## config.mk

```make
export PLATFORM = sky130hd
export DESIGN_NAME = reg_mux_flat
export DESIGN_NICKNAME = d
export VERILOG_FILES = /design/src/rtl/reg_mux_if.sv /design/src/rtl/reg_mux.sv /design/src/flat_wrapper.sv
export SDC_FILE = /design/constraint.sdc
export NUM_CORES = 1
export LEC_CHECK = 0
export BUFFER_PORTS_ARGS = -buffer_cell sky130_fd_sc_hd__clkbuf_2
export CAP_MARGIN = 20
export CORE_AREA = 4 4 41 43
export DETAILED_ROUTE_END_ITERATION = 10
export DIE_AREA = 0 0 45 47
export SETUP_SLACK_MARGIN = 0.3
export SLEW_MARGIN = 15
export SYNTH_ARGS = -nofsm -noshare
export SYNTH_HDL_FRONTEND = slang
export SYNTH_SLANG_ARGS = --single-unit
```

## constraint.sdc

```tcl
create_clock -name clk -period 1.14 [get_ports clk]
set_input_delay 0.171 -clock clk [delete_from_list [all_inputs] [get_ports clk]]
set_output_delay 0.171 -clock clk [all_outputs]
set_load 0.02 [all_outputs]
```

## src/rtl/reg_mux_if.sv

```systemverilog
// Request/result handshake bundle for reg_mux: flattened channel bus and select in,
// registered selected data with an out-of-range flag out.
interface reg_mux_if #(
    parameter int unsigned WIDTH    = 1,
    parameter int unsigned CHANNELS = 10,
    parameter int unsigned SEL_W    = 4
);
    logic [CHANNELS*WIDTH-1:0] in_data;
    logic [SEL_W-1:0]          in_sel;
    logic                      in_valid;
    logic                      in_ready;
    logic [WIDTH-1:0]          out_data;
    logic                      out_err;
    logic                      out_valid;
    logic                      out_ready;

    modport master (
        output in_data, in_sel, in_valid, out_ready,
        input  in_ready, out_data, out_err, out_valid
    );

    modport slave (
        input  in_data, in_sel, in_valid, out_ready,
        output in_ready, out_data, out_err, out_valid
    );
endinterface

```

## src/rtl/reg_mux.sv

```systemverilog
// Registered channel multiplexer with a one-entry valid/ready output stage.
// Optional macro REG_MUX_ERR_CNT_EN adds a saturating 8-bit out-of-range counter (err_cnt).
module reg_mux #(
    parameter int unsigned WIDTH    = 1,
    parameter int unsigned CHANNELS = 10,
    parameter int unsigned SEL_W    = 4
) (
    input  logic            clk,
    input  logic            rst,
    reg_mux_if.slave        bus
`ifdef REG_MUX_ERR_CNT_EN
    ,
    output logic [7:0]      err_cnt
`endif
);
    typedef enum logic {
        EMPTY = 1'b0,
        FULL  = 1'b1
    } state_t;

    state_t           state_q;
    logic [WIDTH-1:0] data_q;
    logic [WIDTH-1:0] data_d;
    logic             err_q;
    logic             err_d;
    logic             accept;

    // Channel select; any index with no matching channel yields zero data and an error.
    always_comb begin
        data_d = '0;
        err_d  = 1'b1;
        for (int unsigned k = 0; k < CHANNELS; k++) begin
            if (bus.in_sel == SEL_W'(k)) begin
                data_d = bus.in_data[k*WIDTH +: WIDTH];
                err_d  = 1'b0;
            end
        end
    end

    assign bus.in_ready = (state_q == EMPTY) || bus.out_ready;
    assign accept       = bus.in_valid && bus.in_ready;

    // Output stage: refill takes precedence over drain so a full stage streams one result per cycle.
    always_ff @(posedge clk) begin
        if (rst) begin
            state_q <= EMPTY;
            data_q  <= '0;
            err_q   <= 1'b0;
        end else if (accept) begin
            state_q <= FULL;
            data_q  <= data_d;
            err_q   <= err_d;
        end else if (bus.out_ready) begin
            state_q <= EMPTY;
        end
    end

    assign bus.out_data  = data_q;
    assign bus.out_err   = err_q;
    assign bus.out_valid = (state_q == FULL);

`ifdef REG_MUX_ERR_CNT_EN
    localparam int unsigned CNT_W = 8;

    logic [CNT_W-1:0] cnt_q;

    always_ff @(posedge clk) begin
        if (rst) begin
            cnt_q <= '0;
        end else if (accept && err_d && (cnt_q != {CNT_W{1'b1}})) begin
            cnt_q <= cnt_q + CNT_W'(1);
        end
    end

    assign err_cnt = cnt_q;
`endif
endmodule

```

## src/flat_wrapper.sv

```systemverilog
// flat-port wrapper written by rule: the top's interface ports become plain ports
module reg_mux_flat 
#(
    parameter int unsigned WIDTH    = 1,
    parameter int unsigned CHANNELS = 10,
    parameter int unsigned SEL_W    = 4
)
  (clk, rst, bus_in_data, bus_in_sel, bus_in_valid, bus_out_ready, bus_in_ready, bus_out_data, bus_out_err, bus_out_valid);
  reg_mux_if #(.WIDTH(WIDTH), .CHANNELS(CHANNELS), .SEL_W(SEL_W)) bus_i ();
  input  logic clk;
  input  logic rst;
  input wire logic [$bits(bus_i.in_data)-1:0] bus_in_data;
  input wire logic [$bits(bus_i.in_sel)-1:0] bus_in_sel;
  input wire logic [$bits(bus_i.in_valid)-1:0] bus_in_valid;
  input wire logic [$bits(bus_i.out_ready)-1:0] bus_out_ready;
  output wire logic [$bits(bus_i.in_ready)-1:0] bus_in_ready;
  output wire logic [$bits(bus_i.out_data)-1:0] bus_out_data;
  output wire logic [$bits(bus_i.out_err)-1:0] bus_out_err;
  output wire logic [$bits(bus_i.out_valid)-1:0] bus_out_valid;
  assign bus_i.in_data = bus_in_data;
  assign bus_i.in_sel = bus_in_sel;
  assign bus_i.in_valid = bus_in_valid;
  assign bus_i.out_ready = bus_out_ready;
  assign bus_in_ready = bus_i.in_ready;
  assign bus_out_data = bus_i.out_data;
  assign bus_out_err = bus_i.out_err;
  assign bus_out_valid = bus_i.out_valid;
  reg_mux #(.WIDTH(WIDTH), .CHANNELS(CHANNELS), .SEL_W(SEL_W)) u_core (.clk(clk), .rst(rst), .bus(bus_i));
endmodule
```

==> impl_metrics.toml <==
[layout]
antenna_cells = 0
fillers = 145
fin_area_um2 = 472
nNetsFinal = 74
syn2layout_area_growth_pct = 96.4
drive_gt1_frac = 0.673

[power_and_ir_drop]
powerDensity_mw_per_mm2 = 923
ir_drop_v = 0.000645
cellLeakagePower_nw = 0.246

[timing]
tightest_slew_ns = 0.135
rsz0062_at_grt = "yes"
fmax_mhz = 1040
slew_headroom = 0.908
finClkSkew_ns = 0.000242
drv_slew = 0
setup-tns-final_ns = 0
hold_ws_ns = 0.129
fin_crit_sh = 0.843
setup_viol = 0
fin_crit_ns = 0.961
post-route-worst-setup-slack_ns = 0.179
hold_viol_final = 0

[critical_path]
arrival_ns = 0.79
setup.worst_path.start_class = "flop"
end_kind = "output port"
required_ns = 0.97
path_max_fanout = 6
criticalPathCategory = "flop to output port"

[synthesis]
yosys.area.top_type = "dfxtp_1"
synth_edf_count = 0
seq_area_frac_synth = 0.250
synth.cell_area_um2 = 240
ys_types = 17
yosysTopAreaCellShare = 0.250
synth_area_per_cell_um2 = 9.24
ys_top_cells_by_count = "a21oi_1 (4), dfxtp_1 (3), mux2i_1 (3), nand2b_1 (3)"
synth.area.top_cells = "dfxtp_1 (25%), mux2i_1 (13%), a21oi_1 (8.3%)"
synth_most_common_cell = "a21oi_1"
ys_ff_latch = 3
synthesis.nets = 44
syn_inst = 26
ys_warn_count = 0
async_flop_share = 0
synth-main-ff-cell = "dfxtp_1"

[placement]
dpl_worst_slack_ns = -0.0789
io_buffers = 21
dp_hpwl_um = 590
gp_congestion = 0.662
place_area_um2 = 402

[die]
die_height_um = 47
die_area_mm2 = 0.00212
ioPinCount = 22
start_util = 0.185
row_count = 13
fp.coreArea_mm2 = 0.00130
fp.dieW_um = 45

[clock_network]
htree_levels = 1
ctsHoldBuffers = 0
clk_pin_slew_ns = 0.04
numCtsBuffers = 3
clk_latency_ns = 0.23
postCtsSetupRepairBufs = 0
cts_sinks = 3
cts-root-buf = "clkbuf_4"
cts_tree = "done"
clockBufferDepth = 2

[hold_path]
hold_class = "primary input to flop"

[routing]
vias = 297
dr.first_iter.drc_count = 1
wl_met2_um = 276
wl_per_cell_um = 9.99
wl_met1_um = 283
vias_per_cell = 4.24
ant_nets = 0
highest_layer = "met3"
drc = 0
drt-total-wl_um = 699
dr.pass1.iters = 3
dr_wl_met3_um = 139

[job]
cap_violations = 0

[global_route]
grt-ovfl-total = 0
grt_pass1_vias = 300
grt_pass1_wl_um = 1170
grt_max_degree = 7
grt_antenna_before_repair = 0
grt_util_all_layers = 0.0781

[run_status]
status = "finished clean"
registers in the layout, summed over array words and instances (netlist names):
| register | count |
|---|---|
| u_core.bus.out_data | 1 |
| u_core.bus.out_err | 1 |
| u_core.bus.out_valid | 1 |
area by class of cell:
type	instances	area, um^2	share of cell area
timing repair buffer	26	184	0.390
multi-input combinational	21	173	0.366
sequential	3	66.3	0.141
clock buffer	4	26.3	0.0557
tap	15	18.8	0.0398
inverter	1	3.75	0.00796
logic make-up (layout without fill, tap and decap cells):
group           after synthesis  after routing  synth area share
compound gates                9              9             0.281
simple gates                  7              7             0.172
mux                           5              5             0.234
flops                         3              3             0.250
buf+inv                       2             31            0.0625
layer usage:
metal / vias up / GRT usage
met5: - / 0
met4: 0 / 0.0351
met3: 0 / 0.0690
met2: 18 / 0.105
met1: 120 / 0.0862
li1: 159 / -
cell usage in the layout (no fill, tap or decap):
master      n
clkbuf_8    1
nand2_1     1
inv_1       1
clkbuf_1    1
o221ai_1    1
mux2i_1     3
mux2_2      1
mux2_4      1
o2111ai_1   1
a21oi_1     4
and3_1      1
or3_1       1
or2_2       1
a41o_1      1
clkbuf_4    4
dfxtp_4     1
buf_4       5
clkbuf_2   16
a21bo_2     1
nand2b_1    2
dfxtp_2     2
o32a_1      1
buf_8       3
nand2b_4    1
what timing repair did:
action | 4_1_cts | 5_1_grt
endpoints found under the setup margin | 5 | 5
pin swaps | 1 | 0
hold endpoints to repair | 0 | 0
gates resized for setup | 10 | 3
power breakdown:
part,leakage (nW),switching (mW),internal [mW]
sequential,0.0261,0.00550,0.112
combinational,0.205,0.0474,0.0788
clock,0.0150,0.0598,0.131
total,0.246,0.113,0.322
final timing paths:
path | start | endpoint | slack, ns | cells past startpoint
hold reg to reg | u_core.bus.out_valid | u_core.bus.out_valid | 0.54 | 2
hold / removal | rst | u_core.bus.out_valid | 0.13 | 2
setup / recovery | u_core.bus.out_valid | bus_in_ready | 0.18 | 2
setup reg to reg | u_core.bus.out_valid | u_core.bus.out_data | 0.23 | 3
critical path, stage by stage, from the launching register on:
cell      delay (ns)
dfxtp_4         0.35
nand2b_4        0.08
buf_8           0.13
through the flow:
stage | std cells | util | power (mW)
2_1_floorplan | 26 | - | 0.172
3_3_place_gp | 66 | 0.309 | 0.228
3_5_place_dp | 66 | 0.309 | 0.229
4_1_cts | 70 | 0.360 | 0.443
5_1_grt | 70 | 0.363 | 0.470
6_report | 70 | 0.363 | 0.435
No activity file was read; power rests on OpenSTA's default activity.
